`src/rtl/sad_sched_pkg.sv`:
```
// Shared types and default constants for the SAD engine job scheduler.
package sad_sched_pkg;

    typedef enum logic [1:0] {
        IDLE,
        START,
        BUSY,
        FIN
    } sched_state_e;

    typedef enum logic {
        RES_OK,
        RES_TMO
    } sched_res_e;

    localparam int SCHED_LEN_W_DEF   = 8;
    localparam int SCHED_TMO_W_DEF   = 12;
    localparam int SCHED_TIMEOUT_DEF = 4000;

endpackage

```
`src/rtl/sad_job_scheduler_rr_pick.sv`:
```
// Masked round-robin picker whose priority pointer moves only on an accepted pick.
module rr_pick_en #(
    parameter int N = 16
) (
    input  logic         clk,
    input  logic         rst,
    input  logic [N-1:0] i_req,
    input  logic         i_adv,
    output logic [N-1:0] o_gnt
);

    logic [N-1:0] r_mask;
    logic [N-1:0] w_masked;
    logic [N-1:0] w_src;

    // Lowest set bit of the masked vector, falling back to the unmasked one.
    always_comb begin
        w_masked = i_req & r_mask;
        w_src    = (|w_masked) ? w_masked : i_req;
        o_gnt    = w_src & (~w_src + N'(1));
    end

    // Mask out the winner and everything below it for the next pick.
    always_ff @(posedge clk) begin
        if (rst) begin
            r_mask <= '1;
        end else if (i_adv && (|o_gnt)) begin
            r_mask <= ~(o_gnt | (o_gnt - N'(1)));
        end
    end

endmodule

```
`src/rtl/sad_job_scheduler.sv`:
```
// Shares one SAD engine among N clients: round-robin pick, start/done/abort
// sequencing and a BUSY watchdog.
module sad_job_scheduler
    import sad_sched_pkg::*;
#(
    parameter int N       = 16,
    parameter int LEN_W   = SCHED_LEN_W_DEF,
    parameter int TMO_W   = SCHED_TMO_W_DEF,
    parameter int TIMEOUT = SCHED_TIMEOUT_DEF
) (
    input  logic                 clk,
    input  logic                 rst,
    input  logic [N-1:0]         req,
    input  logic [N*LEN_W-1:0]   req_len,
    output logic [N-1:0]         grant,
    output logic [N-1:0]         client_done,
    output logic [N-1:0]         client_err,
    output logic                 eng_start,
    output logic [LEN_W-1:0]     eng_len,
    output logic [$clog2(N)-1:0] eng_id,
    input  logic                 eng_done,
    output logic                 eng_abort,
    output logic                 busy
);

    localparam int ID_W = $clog2(N);
    localparam logic [TMO_W-1:0] TMO_LAST = TMO_W'(TIMEOUT - 1);

    sched_state_e     r_state;
    sched_state_e     w_next;
    sched_res_e       r_res;
    logic [N-1:0]     r_grant;
    logic [LEN_W-1:0] r_len;
    logic [ID_W-1:0]  r_id;
    logic [TMO_W-1:0] r_wdog;

    logic [N-1:0]     w_pick;
    logic [ID_W-1:0]  w_pick_id;
    logic [LEN_W-1:0] w_pick_len;
    logic             w_adv;
    logic             w_tmo;

    assign w_adv = (r_state == IDLE) && (|req);
    assign w_tmo = (r_wdog == TMO_LAST);

    rr_pick_en #(
        .N (N)
    ) u_pick (
        .clk   (clk),
        .rst   (rst),
        .i_req (req),
        .i_adv (w_adv),
        .o_gnt (w_pick)
    );

    always_comb begin
        w_pick_id  = '0;
        w_pick_len = '0;
        for (int i = 0; i < N; i++) begin
            if (w_pick[i]) begin
                w_pick_id  = ID_W'(i);
                w_pick_len = req_len[i*LEN_W +: LEN_W];
            end
        end
    end

    always_ff @(posedge clk) begin
        if (rst) begin
            r_state <= IDLE;
        end else begin
            r_state <= w_next;
        end
    end

    // eng_done beats a simultaneous watchdog expiry.
    always_comb begin
        w_next = r_state;
        case (r_state)
            IDLE:    if (w_adv) w_next = (w_pick_len == '0) ? FIN : START;
            START:   w_next = BUSY;
            BUSY:    if (eng_done || w_tmo) w_next = FIN;
            FIN:     w_next = IDLE;
            default: w_next = IDLE;
        endcase
    end

    always_ff @(posedge clk) begin
        if (rst) begin
            r_grant <= '0;
            r_len   <= '0;
            r_id    <= '0;
            r_wdog  <= '0;
            r_res   <= RES_OK;
        end else begin
            case (r_state)
                IDLE: begin
                    if (w_adv) begin
                        r_grant <= w_pick;
                        r_id    <= w_pick_id;
                        r_len   <= w_pick_len;
                        r_res   <= RES_OK;
                    end
                end
                START: r_wdog <= '0;
                BUSY: begin
                    r_wdog <= r_wdog + TMO_W'(1);
                    if (!eng_done && w_tmo) r_res <= RES_TMO;
                end
                FIN:     r_grant <= '0;
                default: r_grant <= '0;
            endcase
        end
    end

    assign grant       = r_grant;
    assign eng_len     = r_len;
    assign eng_id      = r_id;
    assign busy        = (r_state != IDLE);
    assign eng_start   = (r_state == START);
    assign eng_abort   = (r_state == BUSY) && !eng_done && w_tmo;
    assign client_done = (r_state == FIN && r_res == RES_OK)  ? r_grant : '0;
    assign client_err  = (r_state == FIN && r_res == RES_TMO) ? r_grant : '0;

endmodule
```
`config.mk`:
```
export PLATFORM = sky130hd
export DESIGN_NAME = sad_job_scheduler
export DESIGN_NICKNAME = d
export VERILOG_FILES = /design/src/rtl/sad_sched_pkg.sv /design/src/rtl/sad_job_scheduler_rr_pick.sv /design/src/rtl/sad_job_scheduler.sv
export SDC_FILE = /design/constraint.sdc
export NUM_CORES = 1
export LEC_CHECK = 0
export ABC_AREA = 1
export CELL_PAD_IN_SITES_DETAIL_PLACEMENT = 1
export CELL_PAD_IN_SITES_GLOBAL_PLACEMENT = 1
export CORE_MARGIN = 2
export CORE_UTILIZATION = 24
export DETAILED_ROUTE_END_ITERATION = 8
export GPL_TIMING_DRIVEN = 0
export PLACE_DENSITY = 0.85
export SLEW_MARGIN = 20
export SYNTH_ARGS = -nofsm -noshare
export SYNTH_HDL_FRONTEND = slang
export SYNTH_SLANG_ARGS = --single-unit
```
`constraint.sdc`:
```
create_clock -name clk -period 2.65 [get_ports clk]
set_input_delay 0.265 -clock clk [delete_from_list [all_inputs] [get_ports clk]]
set_output_delay 0.265 -clock clk [all_outputs]
set_load 0.03 [all_outputs]
```
Yosys cells after proc, flatten, opt, wreduce, memory -nomap -nowiden

Index checks and enable logic that the tools add are counted.

Flip-flop bits (word level): 59
Output and inout port bits: 63

Bitwise logic cells: 6
Reductions and logical operators: 22
Eq/ne operators: 7
Mux-type cells: 44
Add/subtract/negate cells: 3

Operator list:

| cell                    | number |
|---|---|
| $mux W8                 | 16 |
| $mux W16                | 4 |
| $mux W4                 | 14 |
| $reduce_or A16 Y1       | 3 |
| $and A16 B16 Y16        | 2 |
| $not A16 Y16            | 2 |
| $pmux W16 S2            | 1 |
| $pmux W12 S2            | 1 |
| $add A16 B1 Y16 const B | 1 |
| $or A16 B16 Y16         | 1 |
| $sub A16 B1 Y16 const B | 1 |
| $add A12 B1 Y12 const B | 1 |
| $eq A12 B12 Y1 const B  | 1 |
| $logic_not A8 Y1        | 1 |
| $pmux W2 S4             | 1 |
| $reduce_bool A2 Y1      | 4 |
| $logic_and A1 B1 Y1     | 7 |
| $mux W2                 | 3 |
| $reduce_and A2 Y1       | 3 |
| $eq A2 B2 Y1 const B    | 2 |
| $ne A2 B2 Y1 const B    | 2 |
| $mux W1                 | 3 |
| $reduce_and A3 Y1       | 1 |
| $eq A2 B1 Y1 const B    | 1 |
| 6 further kinds         | 6 |

Longest topological paths before layout

Gate-level depths: netlist of the first run.

Word-level depth: 26
Mapped depth: 27

By module

Synthesis of the first run repeated with hierarchy kept, for this count alone.

Cell total of the unflattened synthesis: 768
Area total of the unflattened synthesis: 4,764.6 um2

By module, submodules not included:

| module            | sequential area each (um2) | times used | cells each | area each (um2) |
|---|---|---|---|---|
| sad_job_scheduler | 860.8                      | 1          | 567        | 3,442.1 |
| rr_pick_en        | 320.3                      | 1          | 201        | 1,322.5 |

Worst setup path before layout of the first run

OpenSTA, ideal clock, no wires.

Path kind: flip-flop to flip-flop
From: reg u_pick.r_mask[2]
To: reg r_grant[3] (netlist: grant[3])
Stages on the path, launching flop included: 24
Clock period less this slack: 2.655 ns
Data required time: 2.518 ns
Library setup time: 0.132 ns
Path slack: -0.005 ns
Data arrival time: 2.523 ns
Path through: dfxtp_1 nand2_1 nand2_1 nor2_1 nand2_2 nor2_2 buf_6 nand2_1 nand2_1 nor2_1 nand2_2 nor2_4 nand2_2 nor2_8 nand3_2 nand2_1 inv_2 a31oi_4 inv_4 o21ai_1 inv_2 buf_2 nand2_1 a21oi_1

Cells in the longest elaborated chain, start to end: 8

Ends and longest elaborated chain:

| item                   | line                            | text |
|---|---|---|
| from (decl)            | sad_job_scheduler_rr_pick.sv:12 | `logic [N-1:0] r_mask;` |
| from (signal assigned) | sad_job_scheduler_rr_pick.sv:28 | `r_mask <= ~(o_gnt \| (o_gnt - N'(1)));` |
| $and A16 B16 Y16 (*)   | sad_job_scheduler_rr_pick.sv:18 | `w_masked = i_req & r_mask;` |
| $reduce_or A16 Y1      | sad_job_scheduler_rr_pick.sv:19 | `w_src = (\|w_masked) ? w_masked : i_req;` |
| $mux W16 (*)           | sad_job_scheduler_rr_pick.sv:19 |  |
| $not A16 Y16           | sad_job_scheduler_rr_pick.sv:20 | `o_gnt = w_src & (~w_src + N'(1));` |
| $add A16 B1 Y16        | sad_job_scheduler_rr_pick.sv:20 |  |
| $and A16 B16 Y16 (*)   | sad_job_scheduler_rr_pick.sv:20 |  |
| $mux W16 (*)           | sad_job_scheduler.sv:97         | `if (w_adv) begin` |
| $pmux W16 S2 (*)       | sad_job_scheduler.sv:95         | `case (r_state)` |
| to (signal assigned)   | sad_job_scheduler.sv:98         | `r_grant <= w_pick;` |
| to (decl)              | sad_job_scheduler.sv:32         | `logic [N-1:0] r_grant;` |

Every way passes the cells marked *; elsewhere a longest branch is shown, timed or not. The select of a mux whose other input is x is not followed.
A chain may end at the register's enable or synchronous reset.

Worst setup path after layout of the first run

From: reg u_pick.r_mask[13]
To: reg r_state[1]

Cells in the longest elaborated chain, start to end: 26

Ends and longest elaborated chain:

| item                      | line                            | text |
|---|---|---|
| $and A16 B16 Y16 (*)      | sad_job_scheduler_rr_pick.sv:18 |  |
| $reduce_or A16 Y1         | sad_job_scheduler_rr_pick.sv:19 |  |
| $mux W16 (*)              | sad_job_scheduler_rr_pick.sv:19 |  |
| $not A16 Y16              | sad_job_scheduler_rr_pick.sv:20 |  |
| $add A16 B1 Y16           | sad_job_scheduler_rr_pick.sv:20 |  |
| $and A16 B16 Y16 (*)      | sad_job_scheduler_rr_pick.sv:20 |  |
| $mux W8 (15 in series)    | sad_job_scheduler.sv:60         | `if (w_pick[i]) begin` |
| $mux W8 (*)               | sad_job_scheduler.sv:60         |  |
| $logic_not A8 Y1 (*)      | sad_job_scheduler.sv:79         | `IDLE: if (w_adv) w_next = (w_pick_len == '0) ? FIN : START;` |
| $mux W2 (*) (2 in series) | sad_job_scheduler.sv:79         |  |
| $pmux W2 S4 (*)           | sad_job_scheduler.sv:78         | `case (r_state)` |
| to (signal assigned)      | sad_job_scheduler.sv:71         | `r_state <= w_next;` |
| to (decl)                 | sad_job_scheduler.sv:29         | `sched_state_e r_state;` |

Marked as above.

==> results of run 1 <==
-- registers in the layout, indices dropped and copies added, names as in the netlist --
| register | cells |
|---|---|
| r_state | 2 |
| grant | 16 |
| eng_id | 4 |
| r_wdog | 12 |
| u_pick.r_mask | 16 |
| r_res | 1 |
| eng_len | 8 |
-- placed cells by master (no fill, tap or decap), types with 8 or more instances in the layout --
cell,netlist,routed
sky130_fd_sc_hd__nand3_2,3,14
sky130_fd_sc_hd__nand4_1,23,23
sky130_fd_sc_hd__a21oi_2,0,24
sky130_fd_sc_hd__nand2_4,1,47
sky130_fd_sc_hd__a21oi_1,53,28
sky130_fd_sc_hd__nand3_4,0,9
sky130_fd_sc_hd__buf_8,0,8
sky130_fd_sc_hd__clkbuf_1,12,9
sky130_fd_sc_hd__dfxtp_1,59,43
sky130_fd_sc_hd__o21ai_1,6,14
sky130_fd_sc_hd__nor3_1,15,10
sky130_fd_sc_hd__dlygate4sd2_1,0,27
sky130_fd_sc_hd__nand2_1,203,118
sky130_fd_sc_hd__clkdlybuf4s15_2,0,10
sky130_fd_sc_hd__nor2_4,3,18
sky130_fd_sc_hd__buf_4,1,58
sky130_fd_sc_hd__nor2_1,109,92
sky130_fd_sc_hd__nand2_2,12,49
sky130_fd_sc_hd__dfxtp_2,0,13
sky130_fd_sc_hd__clkbuf_16,0,12
sky130_fd_sc_hd__or2_2,9,9
sky130_fd_sc_hd__nand3_1,54,35
sky130_fd_sc_hd__clkdlybuf4s50_1,0,168
sky130_fd_sc_hd__inv_1,102,95
sky130_fd_sc_hd__o21ai_0,42,26
sky130_fd_sc_hd__buf_6,3,15
-- logic make-up (layout without fill, tap and decap cells) --
logic type / count (synthesis) / after routing
other: 0 / 1
AO/OA/AOI/OAI: 112 / 112
buffers and inverters: 127 / 431
AND/OR/NAND/NOR: 450 / 451
flip-flops: 59 / 59
adder cells (fa/ha/maj): 6 / 6
-- critical path, stage by stage, from the launching register on --
cell and delay [ns]:
sky130_fd_sc_hd__dfxtp_2 0.36, sky130_fd_sc_hd__nand2_1 0.07, sky130_fd_sc_hd__nand2_1 0.08, sky130_fd_sc_hd__nor2_1 0.06, sky130_fd_sc_hd__nand2_2 0.12, sky130_fd_sc_hd__nor2_4 0.06
sky130_fd_sc_hd__buf_6 0.12, sky130_fd_sc_hd__buf_8 0.13, sky130_fd_sc_hd__nand2_2 0.08, sky130_fd_sc_hd__nand2_4 0.09, sky130_fd_sc_hd__buf_4 0.18, sky130_fd_sc_hd__nor2_1 0.19
sky130_fd_sc_hd__nand2_1 0.10, sky130_fd_sc_hd__nor2_1 0.17, sky130_fd_sc_hd__nand3_2 0.23, sky130_fd_sc_hd__or2_2 0.36, sky130_fd_sc_hd__nand2_1 0.09, sky130_fd_sc_hd__nand2_1 0.07
sky130_fd_sc_hd__nand2_1 0.10, sky130_fd_sc_hd__nand2_1 0.07, sky130_fd_sc_hd__nor2_2 0.14, sky130_fd_sc_hd__nand3_2 0.08, sky130_fd_sc_hd__a21oi_2 0.11
-- how the worst max path moves through the flow --
stage / start / to / slack (ns) / depth (start not counted)
floorplan: u_pick.r_mask[2]$_SDFFE_PP1P_ / grant[3]$_SDFFE_PP0P_ / 0.005 / 22
global placement: req[10] / grant[4]$_SDFFE_PP0P_ / -1.20 / 23
detailed placement: req[10] / grant[6]$_SDFFE_PP0P_ / -1.24 / 23
CTS: u_pick.r_mask[10]$_SDFFE_PP1P_ / r_state[1]$_SDFFE_PP0P_ / -0.21 / 23
global route: u_pick.r_mask[13]$_SDFFE_PP1P_ / r_state[1]$_SDFFE_PP0P_ / -0.64 / 22
finish: u_pick.r_mask[13]$_SDFFE_PP1P_ / r_state[1]$_SDFFE_PP0P_ / -0.47 / 22
-- layout make-up --
cell class	count	area, um^2	share of cell area
Buffer	20	223	0.0249
Antenna cell	1	2.50	0.000280
Multi-Input combinational cell	569	3660	0.409
Clock buffer	15	278	0.0310
Clock inverter	1	30.0	0.00336
Inverter	105	413	0.0461
Tap cell	229	287	0.0320
Sequential cell	59	1210	0.135
Timing Repair Buffer	290	2850	0.319
-- power groups by stage --
stage          Clock, mW  Sequential, mW  Combinational, mW
2_1_floorplan          0            1.31               1.02
3_3_place_gp           0            1.19               1.96
3_5_place_dp           0            1.19               2.00
4_1_cts             1.23            1.22               2.92
5_1_grt             1.30            1.26               3.57
6_report            1.24            1.24               3.40
-- per-layer routing --
layer / vias to the layer above / part of all wire / track usage
li1: 3024 / - / -
met5: - / 0 / 0
met3: 117 / 0.066 / 0.0584
met2: 324 / 0.50 / 0.472
met1: 3233 / 0.37 / 0.289
met4: 0 / 0.064 / 0.139
-- metrics by stage --
stage / power [mW] / cell area (um^2) / std cells / worst slack, ns / util
floorplan: 2.33 / 4400 / 754 / 0.00489 / -
global placement: 3.15 / 6770 / 1191 / -1.20 / 0.377
detailed placement: 3.19 / 6770 / 1191 / -1.24 / 0.377
CTS: 5.37 / 8440 / 1271 / -0.211 / 0.470
global route: 6.13 / 8950 / 1289 / -0.645 / 0.498
finish: 5.89 / 8950 / 1289 / -0.474 / 0.498
-- what timing repair did --
item	CTS	global route
buffers inserted	56	20
cloned	8	1
pin swaps	55	43
gates resized for setup	295	113
endpoints found under the setup margin	74	61
==> metrics.md, run 1 <==
| Metric | Value |
|---|---|
| Status | `finished, violations left` |
| Failing checks | `negative setup slack` |
| Buffers on Ports | `208` |
| Nature of the critical path endpoint | `flop` |
| Insertion delay of the later-clocked pin in the worst-skew pair | `approximately 0.35 ns` |
| DPL Wire Length | `between 15 and 20 mm` |
| Slew at the pin closest to its max-slew limit | `between 0.8 and 0.9 ns` |
| Synthesized area | `~0.0044 mm^2` |
| Critical path peak fanout | `9` |
| Min Tclk post-route | `roughly 3.1 ns` |
| Slack of the critical path | `-0.474 ns` |
| Clock tree from TritonCTS | `built` |
| Count of hold buffers inserted by post-cts repair | `0` |
| RePlAce Congestion | `slightly below 0.9` |
| Total number of clock tree sinks | `59` |
| Minimum setup slack among reg-to-reg paths | `-0.47 ns` |
| Clk_skew | `around 0.014 ns` |
| Number of hold violations in the final report | `0` |
| Std-Cell Core Area | `0.0180 mm^2` |
| Synthesized netlist net count | `approximately 910` |
| Max-slew violation count | `0` |
| Dominant combinational cell family by area after synthesis | `simple AND/OR/NAND/NOR gates` |
| Largest net degree at the start of global routing | `11` |
| Area growth from synthesis to layout | `104%` |
| Filler instances | `between 2000 and 2500` |
| Kind of start point of the critical path | `flop` |
| Drc violations | `0` |
| Hold path depth | `2` |
| Vias post-DR | `6698` |
| Synth top cells by count | `sky130_fd_sc_hd__nand2_1 (203), sky130_fd_sc_hd__nor2_1 (109), sky130_fd_sc_hd__inv_1 (102)` |
| Average instance area after synthesis | `roughly 5.8 um^2` |
| Global-route wire length before repair | `39.5 mm` |
| Hold wc startpoint | `u_pick.r_mask[14]$_SDFFE_PP1P_` |
| Root buffer cell | `sky130_fd_sc_hd__clkbuf_16` |
| Net switching fraction of the power | `0.432` |
| Max Buffers Root-to-Sink | `2` |
| Pleak | `between 3 and 4 nW` |
| Total Wirelength | `between 20 and 30 mm` |
| Net load switching power | `roughly 2.5 mW` |
| Vias per cell | `roughly 5.2` |
| Share of post-route cells with drive strength above 1 | `0.326` |
| TNS Setup | `-15.79 ns` |
| Std cell rows | `49` |
| PD cells | `658 mW/mm^2` |
| Highest clock rate | `between 300 and 400 MHz` |
| Worst hold margin | `0.463 ns` |
| WS Path Type | `reg -> reg` |
| Die Span X | `between 100 and 150 um` |
| Vertical die dimension | `139 um` |
| Wire per inst | `approximately 22 um` |
| All-Layer GR Usage | `0.263` |
| Number of endpoints failing setup at the final stage | `47` |
| Starting Density | `0.244` |
| R2r startpoint | `u_pick.r_mask[13]$_SDFFE_PP1P_` |
| Capture instance of the worst register-to-register path | `r_state[1]$_SDFFE_PP0P_` |
| Headroom to the max-slew limit | `0.430` |
| Number of antenna violations at the first check in global routing | `1` |
| Warning count from the yosys run | `0` |
| Number of clock buffers inserted by TritonCTS | `9` |
| Count of mapped cells out of synthesis | `754` |
| Dominant register cell in the synthesized netlist | `sky130_fd_sc_hd__dfxtp_1` |
| Clock transition at path regs | `0.06 ns` |
| Class of the tightest hold or removal check | `reg -> reg` |
| Num ports | `210` |
| Number of cells on the worst reg-to-reg path | `22` |
| Initial drt markers | `333` |
| Multiplexer area fraction after synthesis | `0` |
| Pre-Repair DR Iteration Count | `4` |
| Critical path required time | `between 2 and 3 ns` |
| Number of synthesized register bits | `59` |
| Die Area | `just under 0.02 mm^2` |
| Net count reported at finish | `between 1000 and 1500` |
| Endpoint with the worst hold slack | `u_pick.r_mask[14]$_SDFFE_PP1P_` |
| Count of max-cap constraint violations | `0` |
| Compound-cell area share of the yosys netlist | `0.138` |
| Final period util | `1.18` |
| Adder-Cell Fraction of Synth Area | `0.0171` |
| Seq/Total Area, Yosys | `0.269` |
| Largest cells by area after synthesis | `sky130_fd_sc_hd__dfxtp_1 (27%), sky130_fd_sc_hd__nand2_1 (17%), sky130_fd_sc_hd__nor2_1 (9.3%)` |
| Count leader, synth | `sky130_fd_sc_hd__nand2_1` |
| Post-synthesis simple-gate area fraction | `0.459` |
| IR drop worst, VDD | `~0.00042 V` |
| Count of flip-flops with a built-in enable after synthesis | `0` |
| Data arrival time of the critical path | `3.40 ns` |
| Cell type contributing the most total cell area after synthesis | `sky130_fd_sc_hd__dfxtp_1` |
| Aggregate global routing overflow | `0` |
| Power share of the sequential group | `0.211` |
| Clock network power share | `0.211` |
| Proportion of synthesized flip-flops having asynchronous set or reset | `0` |
| Yosys cell types | `38` |
| Unrepaired setup endpoints after global routing | `yes` |
| Via count of the first global-routing pass | `7028` |
| Post-synth top area share | `0.269` |
| Post-synthesis share of cell area spent on xor and xnor gates | `0` |
| Internal power of the cells | `between 3 and 4 mW` |
| Max H-tree Level | `3` |
| Antenna Violating Nets Remaining | `0` |
| Logic gate share of total power | `0.578` |
Power figures use the tool's default switching activity.
==> run 2: changes to the inputs <==
--- a/config.mk
+++ b/config.mk
@@ -5,14 +5,13 @@
 export SDC_FILE = /design/constraint.sdc
 export NUM_CORES = 1
 export LEC_CHECK = 0
-export ABC_AREA = 1
 export CELL_PAD_IN_SITES_DETAIL_PLACEMENT = 1
 export CELL_PAD_IN_SITES_GLOBAL_PLACEMENT = 1
 export CORE_MARGIN = 2
-export CORE_UTILIZATION = 24
+export CORE_UTILIZATION = 26
 export DETAILED_ROUTE_END_ITERATION = 8
 export GPL_TIMING_DRIVEN = 0
-export PLACE_DENSITY = 0.85
+export PLACE_DENSITY = 0.86
 export SLEW_MARGIN = 20
 export SYNTH_ARGS = -nofsm -noshare
 export SYNTH_HDL_FRONTEND = slang
==> metrics.md, run 2 <==
| Metric | Value |
|---|---|
| Status | `finished, violations left (unchanged)` |
| Failing checks | `negative setup slack (unchanged)` |
| Max-slew violation count | `0 (unchanged)` |
| Total power | `4.41 mW (was 5.89 mW)` |
| Leading cell types in the layout, fill and taps excluded | `sky130_fd_sc_hd__clkdlybuf4s50_1 (182), sky130_fd_sc_hd__buf_4 (69), sky130_fd_sc_hd__nor2_1 (67) (was sky130_fd_sc_hd__clkdlybuf4s50_1 (168), sky130_fd_sc_hd__nand2_1 (118), sky130_fd_sc_hd__inv_1 (95))` |
| Synthesized area | `0.00447 mm^2 (was 0.00438 mm^2)` |
| Highest clock rate | `300 MHz (was 320 MHz)` |
| Logic gate share of total power | `0.474 (was 0.578)` |
| Drc violations | `0 (unchanged)` |
| Post-synth top area share | `0.264 (was 0.269)` |
| Largest cells by area after synthesis | `sky130_fd_sc_hd__dfxtp_1 (26%), sky130_fd_sc_hd__nor2_1 (6.8%), sky130_fd_sc_hd__nand2_1 (5.4%) (was sky130_fd_sc_hd__dfxtp_1 (27%), sky130_fd_sc_hd__nand2_1 (17%), sky130_fd_sc_hd__nor2_1 (9.3%))` |
| Share of post-route cells with drive strength above 1 | `0.288 (was 0.326)` |
| Number of synthesized register bits | `59 (unchanged)` |
| Buffers on Ports | `208 (unchanged)` |
| Total placed instance area | `0.00687 mm^2 (was 0.00677 mm^2)` |
| Root buffer cell | `sky130_fd_sc_hd__clkbuf_16 (unchanged)` |
| Cell type contributing the most total cell area after synthesis | `sky130_fd_sc_hd__dfxtp_1 (unchanged)` |
| Max H-tree Level | `3 (unchanged)` |
| Hold wc startpoint | `eng_len[7]$_SDFFE_PP0P_ (was u_pick.r_mask[14]$_SDFFE_PP1P_)` |
| Area of all placed cells without fillers | `0.00884 mm^2 (was 0.00895 mm^2)` |
| Clk_skew | `0.00804 ns (was 0.0137 ns)` |
| Antenna diode instance count | `0 (was 1)` |
| Via count of the first global-routing pass | `6840 (was 7028)` |
| Final period util | `1.26 (was 1.18)` |
| Class of the tightest hold or removal check | `reg -> reg (unchanged)` |
| Aggregate global routing overflow | `0 (unchanged)` |
| Slack of the critical path | `-0.687 ns (was -0.474 ns)` |
| Area growth from synthesis to layout | `98.0% (was 104%)` |
| Hold path depth | `2 (unchanged)` |
| Capture instance of the worst register-to-register path | `r_state[1]$_SDFFE_PP0P_ (unchanged)` |
| Clock tree from TritonCTS | `built (unchanged)` |
| IR drop worst, VDD | `0.000365 V (was 0.000419 V)` |
| Critical path required time | `2.94 ns (was 2.92 ns)` |
| PD cells | `499 mW/mm^2 (was 658 mW/mm^2)` |
| Minimum setup slack among reg-to-reg paths | `-0.69 ns (was -0.47 ns)` |
| Total Wirelength | `30.6 mm (was 28.8 mm)` |
| Headroom to the max-slew limit | `0.492 (was 0.430)` |
| Count of mapped cells out of synthesis | `611 (was 754)` |
| Wire per inst | `26.9 um (was 22.3 um)` |
| Max Buffers Root-to-Sink | `2 (unchanged)` |
| Filler instances | `1918 (was 2224)` |
| Internal power of the cells | `2.70 mW (was 3.35 mW)` |
| Nature of the critical path endpoint | `flop (unchanged)` |
| Endpoint with the worst hold slack | `eng_len[7]$_SDFFE_PP0P_ (was u_pick.r_mask[14]$_SDFFE_PP1P_)` |
| Vertical die dimension | `135 um (was 139 um)` |
| Count of flip-flops with a built-in enable after synthesis | `0 (unchanged)` |
| Number of hold violations in the final report | `0 (unchanged)` |
| Data arrival time of the critical path | `3.63 ns (was 3.40 ns)` |
| Std cell rows | `47 (was 49)` |
| Clock network power share | `0.286 (was 0.211)` |
| Clock transition at path regs | `0.05 ns (was 0.06 ns)` |
| Net load switching power | `1.72 mW (was 2.54 mW)` |
| Die Area | `0.0182 mm^2 (was 0.0194 mm^2)` |
| All-Layer GR Usage | `0.300 (was 0.263)` |
| Num ports | `210 (unchanged)` |
| Average instance area after synthesis | `7.31 um^2 (was 5.81 um^2)` |
| Number of endpoints failing setup at the final stage | `26 (was 47)` |
| Antenna Violating Nets Remaining | `0 (unchanged)` |
| R2r startpoint | `u_pick.r_mask[2]$_SDFFE_PP1P_ (was u_pick.r_mask[13]$_SDFFE_PP1P_)` |
| Kind of start point of the critical path | `flop (unchanged)` |
| Initial drt markers | `605 (was 333)` |
| Count of max-cap constraint violations | `0 (unchanged)` |
| WS Path Type | `reg -> reg (unchanged)` |
| Min Tclk post-route | `3.34 ns (was 3.12 ns)` |
| Net count reported at finish | `1065 (was 1207)` |
| Power share of the sequential group | `0.240 (was 0.211)` |
| Insertion delay of the later-clocked pin in the worst-skew pair | `0.34 ns (was 0.35 ns)` |
| Most common library cell in the layout ignoring fill and taps | `sky130_fd_sc_hd__clkdlybuf4s50_1 (unchanged)` |
| Pleak | `3.44 nW (was 3.97 nW)` |
| Vias per cell | `6.14 (was 5.20)` |
| Vias post-DR | `6974 (was 6698)` |
| Pre-Repair DR Iteration Count | `5 (was 4)` |
| Proportion of synthesized flip-flops having asynchronous set or reset | `0 (unchanged)` |
| Net switching fraction of the power | `0.389 (was 0.432)` |
| Number of antenna violations at the first check in global routing | `0 (was 1)` |
| Global-route wire length before repair | `41.3 mm (was 39.5 mm)` |
| Largest net degree at the start of global routing | `11 (unchanged)` |
| Std-Cell Core Area | `0.0167 mm^2 (was 0.0180 mm^2)` |
| Dominant register cell in the synthesized netlist | `sky130_fd_sc_hd__dfxtp_1 (unchanged)` |
| Count leader, synth | `sky130_fd_sc_hd__nor2_1 (was sky130_fd_sc_hd__nand2_1)` |
| Number of cells on the worst reg-to-reg path | `14 (was 22)` |
| DPL Wire Length | `19.4 mm (was 17.8 mm)` |
| Warning count from the yosys run | `0 (unchanged)` |
| Total number of clock tree sinks | `59 (unchanged)` |
| Post-layout utilization of the core | `0.529 (was 0.498)` |
| Slew at the pin closest to its max-slew limit | `0.761 ns (was 0.854 ns)` |
| Unrepaired setup endpoints after global routing | `yes (unchanged)` |
| Seq/Total Area, Yosys | `0.264 (was 0.269)` |
| RePlAce Congestion | `0.937 (was 0.869)` |
| Die Span X | `135 um (was 139 um)` |
| Number of clock buffers inserted by TritonCTS | `9 (unchanged)` |
| Synthesized netlist net count | `764 (was 907)` |
| Synth top cells by count | `sky130_fd_sc_hd__nor2_1 (81), sky130_fd_sc_hd__nand2_1 (64), sky130_fd_sc_hd__dfxtp_1 (59) (was sky130_fd_sc_hd__nand2_1 (203), sky130_fd_sc_hd__nor2_1 (109), sky130_fd_sc_hd__inv_1 (102))` |
| Yosys cell types | `69 (was 38)` |
| Critical path peak fanout | `5 (was 9)` |
| Starting Density | `0.267 (was 0.244)` |
-- run 2: cell type report --
cell class | count | area [um^2] | share of cell area
Clock inverter | 5 | 78.8 | 0.00892
Inverter | 14 | 52.6 | 0.00594
Multi-Input combinational cell | 504 | 3930 | 0.445
Sequential cell | 59 | 1200 | 0.136
Clock buffer | 10 | 229 | 0.0259
Buffer | 29 | 249 | 0.0282
Timing Repair Buffer | 295 | 2820 | 0.319
Tap cell | 220 | 275 | 0.0311
-- run 2: metal layers --
metal	vias to the layer above	global-route usage	share of wire
met3	156	0.0830	0.11
met2	567	0.488	0.46
met4	0	0.133	0.066
li1	2939	-	-
met5	-	0	0
met1	3312	0.370	0.36
-- run 2: critical path: stages (launching register included) --
cell and delay, ns:
sky130_fd_sc_hd__dfxtp_2 0.32, sky130_fd_sc_hd__a22o_1 0.25, sky130_fd_sc_hd__a221oi_4 0.31, sky130_fd_sc_hd__buf_4 0.19, sky130_fd_sc_hd__buf_6 0.12, sky130_fd_sc_hd__nand3_2 0.07
sky130_fd_sc_hd__a221o_2 0.45, sky130_fd_sc_hd__buf_4 0.18, sky130_fd_sc_hd__o32a_1 0.19, sky130_fd_sc_hd__nor2_1 0.16, sky130_fd_sc_hd__a211oi_2 0.11, sky130_fd_sc_hd__o31ai_2 0.29
sky130_fd_sc_hd__o21ai_1 0.16, sky130_fd_sc_hd__and4bb_1 0.34, sky130_fd_sc_hd__a41o_1 0.16
-- run 2: metrics by stage --
step / instances / hold WS [ns] / worst slack, ns / TNS [ns]
6_report: 1136 / 0.486 / -0.687 / -7.18
2_1_floorplan: 611 / 0.441 / -0.432 / -2.28
5_1_grt: 1136 / 0.515 / -0.757 / -8.42
4_1_cts: 1107 / 0.482 / -0.442 / -3.40
3_3_place_gp: 1039 / 0.453 / -1.98 / -42.17
3_5_place_dp: 1039 / 0.459 / -2.03 / -46.10
-- run 2: power by group through the flow --
stage,registers (mW),logic [mW],clock network (mW)
detailed placement,1.07,1.44,0
floorplan,1.12,0.716,0
finish,1.06,2.09,1.26
global placement,1.06,1.42,0
global route,1.06,2.17,1.32
CTS,1.05,1.81,1.26
-- run 2: cell families after synthesis --
group / synth area share
simple gates: 0.282
mux: 0.00728
xor+xnor: 0.0177
fa+ha+maj: 0.0168
compound gates: 0.367
flops: 0.264
buf+inv: 0.0448
-- run 2: how the worst max path moves through the flow --
stage | end | cells after the start | startpoint
5_1_grt | r_state[1]$_SDFFE_PP0P_ | 13 | u_pick.r_mask[2]$_SDFFE_PP1P_
3_5_place_dp | r_state[1]$_SDFFE_PP0P_ | 14 | req[5]
6_report | r_state[1]$_SDFFE_PP0P_ | 14 | u_pick.r_mask[2]$_SDFFE_PP1P_
4_1_cts | r_state[1]$_SDFFE_PP0P_ | 12 | u_pick.r_mask[2]$_SDFFE_PP1P_
3_3_place_gp | r_state[1]$_SDFFE_PP0P_ | 14 | req[2]
2_1_floorplan | r_state[1]$_SDFFE_PP0P_ | 12 | u_pick.r_mask[10]$_SDFFE_PP1P_
-- run 2: repair_timing --
item	4_1_cts	5_1_grt
endpoints found under the setup margin	68	30
hold buffers	0	0
buffers inserted	57	35
cloned	2	0
gates resized for setup	196	63
pin swaps	45	35
==> run 3: changes to the inputs <==
--- a/config.mk
+++ b/config.mk
@@ -12,6 +12,7 @@
 export DETAILED_ROUTE_END_ITERATION = 8
 export GPL_TIMING_DRIVEN = 0
 export PLACE_DENSITY = 0.86
+export SKIP_CTS_REPAIR_TIMING = 1
 export SLEW_MARGIN = 20
 export SYNTH_ARGS = -nofsm -noshare
 export SYNTH_HDL_FRONTEND = slang
==> metrics.md, run 3 (synthesis gave the netlist of run 2 again) <==
| Metric | Value |
|---|---|
| Critical path required time | `2.89 ns (was 2.94 ns)` |
| Area growth from synthesis to layout | `90.2% (was 98.0%)` |
| TNS Setup | `-9.06 ns (was -7.18 ns)` |
| Initial drt markers | `493 (was 605)` |
| Number of cells on the worst reg-to-reg path | `14 (unchanged)` |
| Clock transition at path regs | `0.05 ns (about the same)` |
| Drc violations | `0 (unchanged)` |
| Vias per cell | `5.99 (was 6.14)` |
| Net count reported at finish | `1045 (was 1065)` |
| IR drop worst, VDD | `0.000358 V (was 0.000365 V)` |
| Die Span X | `135 um (unchanged)` |
| Number of endpoints failing setup at the final stage | `26 (unchanged)` |
| Vias post-DR | `6689 (was 6974)` |
| Number of antenna violations at the first check in global routing | `0 (unchanged)` |
| Starting Density | `0.267 (unchanged)` |
| Data arrival time of the critical path | `3.56 ns (was 3.63 ns)` |
| Nature of the critical path endpoint | `flop (unchanged)` |
| Min Tclk post-route | `3.32 ns (was 3.34 ns)` |
| Root buffer cell | `sky130_fd_sc_hd__clkbuf_16 (unchanged)` |
| Kind of start point of the critical path | `flop (unchanged)` |
| Total Wirelength | `27.9 mm (was 30.6 mm)` |
| Final period util | `1.25 (was 1.26)` |
| Max H-tree Level | `3 (unchanged)` |
| Antenna diode instance count | `0 (unchanged)` |
| Num ports | `210 (unchanged)` |
| DPL Wire Length | `19.4 mm (unchanged)` |
| Total number of clock tree sinks | `59 (unchanged)` |
| Slack of the critical path | `-0.669 ns (was -0.687 ns)` |
| Buffers on Ports | `208 (unchanged)` |
| Wire per inst | `25.0 um (was 26.9 um)` |
| Highest clock rate | `301 MHz (was 300 MHz)` |
| Count of max-cap constraint violations | `0 (unchanged)` |
| Leading cell types in the layout, fill and taps excluded | `sky130_fd_sc_hd__clkdlybuf4s50_1 (182), sky130_fd_sc_hd__nor2_1 (69), sky130_fd_sc_hd__nand2_1 (61) (was sky130_fd_sc_hd__clkdlybuf4s50_1 (182), sky130_fd_sc_hd__buf_4 (69), sky130_fd_sc_hd__nor2_1 (67))` |
| Worst slack at placement | `-2.03 ns (unchanged)` |
| Std-Cell Core Area | `0.0167 mm^2 (unchanged)` |
| Slew at the pin closest to its max-slew limit | `0.901 ns (was 0.761 ns)` |
| PD cells | `500 mW/mm^2 (was 499 mW/mm^2)` |
| Max-slew violation count | `0 (unchanged)` |
| Largest net degree at the start of global routing | `11 (unchanged)` |
| Number of hold violations in the final report | `0 (unchanged)` |
| Pre-Repair DR Iteration Count | `6 (was 5)` |
| Class of the tightest hold or removal check | `reg -> reg (unchanged)` |
| All-Layer GR Usage | `0.265 (was 0.300)` |
| Insertion delay of the later-clocked pin in the worst-skew pair | `0.35 ns (was 0.34 ns)` |
| Aggregate global routing overflow | `0 (unchanged)` |
| Share of post-route cells with drive strength above 1 | `0.233 (was 0.288)` |
| Status | `finished, violations left (unchanged)` |
| Most common library cell in the layout ignoring fill and taps | `sky130_fd_sc_hd__clkdlybuf4s50_1 (unchanged)` |
| Clock tree from TritonCTS | `built (unchanged)` |
| RePlAce Congestion | `0.937 (unchanged)` |
| Critical path peak fanout | `8 (was 5)` |
| Headroom to the max-slew limit | `0.400 (was 0.492)` |
| Global-route wire length before repair | `36.6 mm (was 41.3 mm)` |
| Vertical die dimension | `135 um (unchanged)` |
| Std cell rows | `47 (unchanged)` |
| Die Area | `0.0182 mm^2 (unchanged)` |
| Antenna Violating Nets Remaining | `0 (unchanged)` |
| Clk_skew | `0.00691 ns (was 0.00804 ns)` |
| Hold path depth | `1 (was 2)` |
| Unrepaired setup endpoints after global routing | `yes (unchanged)` |
| Number of clock buffers inserted by TritonCTS | `9 (unchanged)` |
| Max Buffers Root-to-Sink | `2 (unchanged)` |
| Pleak | `3.48 nW (was 3.44 nW)` |
| WS Path Type | `reg -> reg (unchanged)` |
| Via count of the first global-routing pass | `6086 (was 6840)` |
| Failing checks | `negative setup slack (unchanged)` |
## run 3: cell count changes in the layout (fill, tap and decap cells not counted), sizes merged
cell / previous run / this run
dlygate4sd2: 20 / 0
buf: 94 / 75
clkdlybuf4s15: 3 / 0
dlymetal6s2s: 2 / 25
clkbuf: 33 / 31
and3: 24 / 25
## run 3: per-stage QoR
| step | hold slack [ns] | power, mW | util | instances | area (um^2) |
|---|---|---|---|---|---|
| finish | 0.469 | 4.25 | 0.509 | 1116 | 8490 |
| global route | 0.475 | 4.39 | 0.509 | 1116 | 8490 |
| CTS | 0.471 | 3.76 | 0.430 | 1054 | 7180 |
| detailed placement | 0.459 | 2.51 | 0.412 | 1039 | 6870 |
| global placement | 0.453 | 2.49 | 0.411 | 1039 | 6870 |
| floorplan | 0.441 | 1.84 | - | 611 | 4510 |
## run 3: area by class of cell
type / count / area (um^2)
tap: 220 / 275
fill: 1937 / 8210
sequential: 59 / 1210
clock buffer: 10 / 229
multi-input combinational: 505 / 3750
timing repair buffer: 274 / 2700
inverter: 14 / 52.6
buffer: 29 / 193
clock inverter: 5 / 78.8
## run 3: worst paths after layout
check | from | end | slack, ns
setup / recovery | u_pick.r_mask[2]$_SDFFE_PP1P_ | r_state[1]$_SDFFE_PP0P_ | -0.67
hold / removal | u_pick.r_mask[0]$_SDFFE_PP1P_ | u_pick.r_mask[0]$_SDFFE_PP1P_ | 0.47
hold reg to reg | u_pick.r_mask[0]$_SDFFE_PP1P_ | u_pick.r_mask[0]$_SDFFE_PP1P_ | 0.47
setup reg to reg | u_pick.r_mask[2]$_SDFFE_PP1P_ | r_state[1]$_SDFFE_PP0P_ | -0.67
## run 3: critical path, cell delays in order, from the launching register on
cell	delay [ns]
sky130_fd_sc_hd__dfxtp_2	0.33
sky130_fd_sc_hd__a22o_1	0.26
sky130_fd_sc_hd__a221oi_4	0.30
sky130_fd_sc_hd__buf_6	0.17
sky130_fd_sc_hd__buf_6	0.12
sky130_fd_sc_hd__nand3_2	0.08
sky130_fd_sc_hd__a221o_2	0.47
sky130_fd_sc_hd__nor3_4	0.33
sky130_fd_sc_hd__buf_6	0.15
sky130_fd_sc_hd__a21oi_2	0.05
sky130_fd_sc_hd__a21oi_2	0.21
sky130_fd_sc_hd__o32a_1	0.21
sky130_fd_sc_hd__a22oi_2	0.07
sky130_fd_sc_hd__and4bb_1	0.22
sky130_fd_sc_hd__a41o_1	0.22
## run 3: power breakdown
| group | leakage, nW | total, mW | internal [mW] | switching [mW] |
|---|---|---|---|---|
| clock network | 0.152 | 1.26 | 0.816 | 0.446 |
| registers | 0.479 | 1.06 | 0.978 | 0.0852 |
| logic | 2.85 | 1.92 | 0.827 | 1.10 |
## run 3: layer usage
layer  wire length, um  global-route usage  vias to the layer above
li1                  -                   -                     2908
met1             11400               0.347                     3272
met2             12600               0.417                      420
met3              2580              0.0739                       89
met4              1260              0.0955                        0
met5                 0                   0                        -
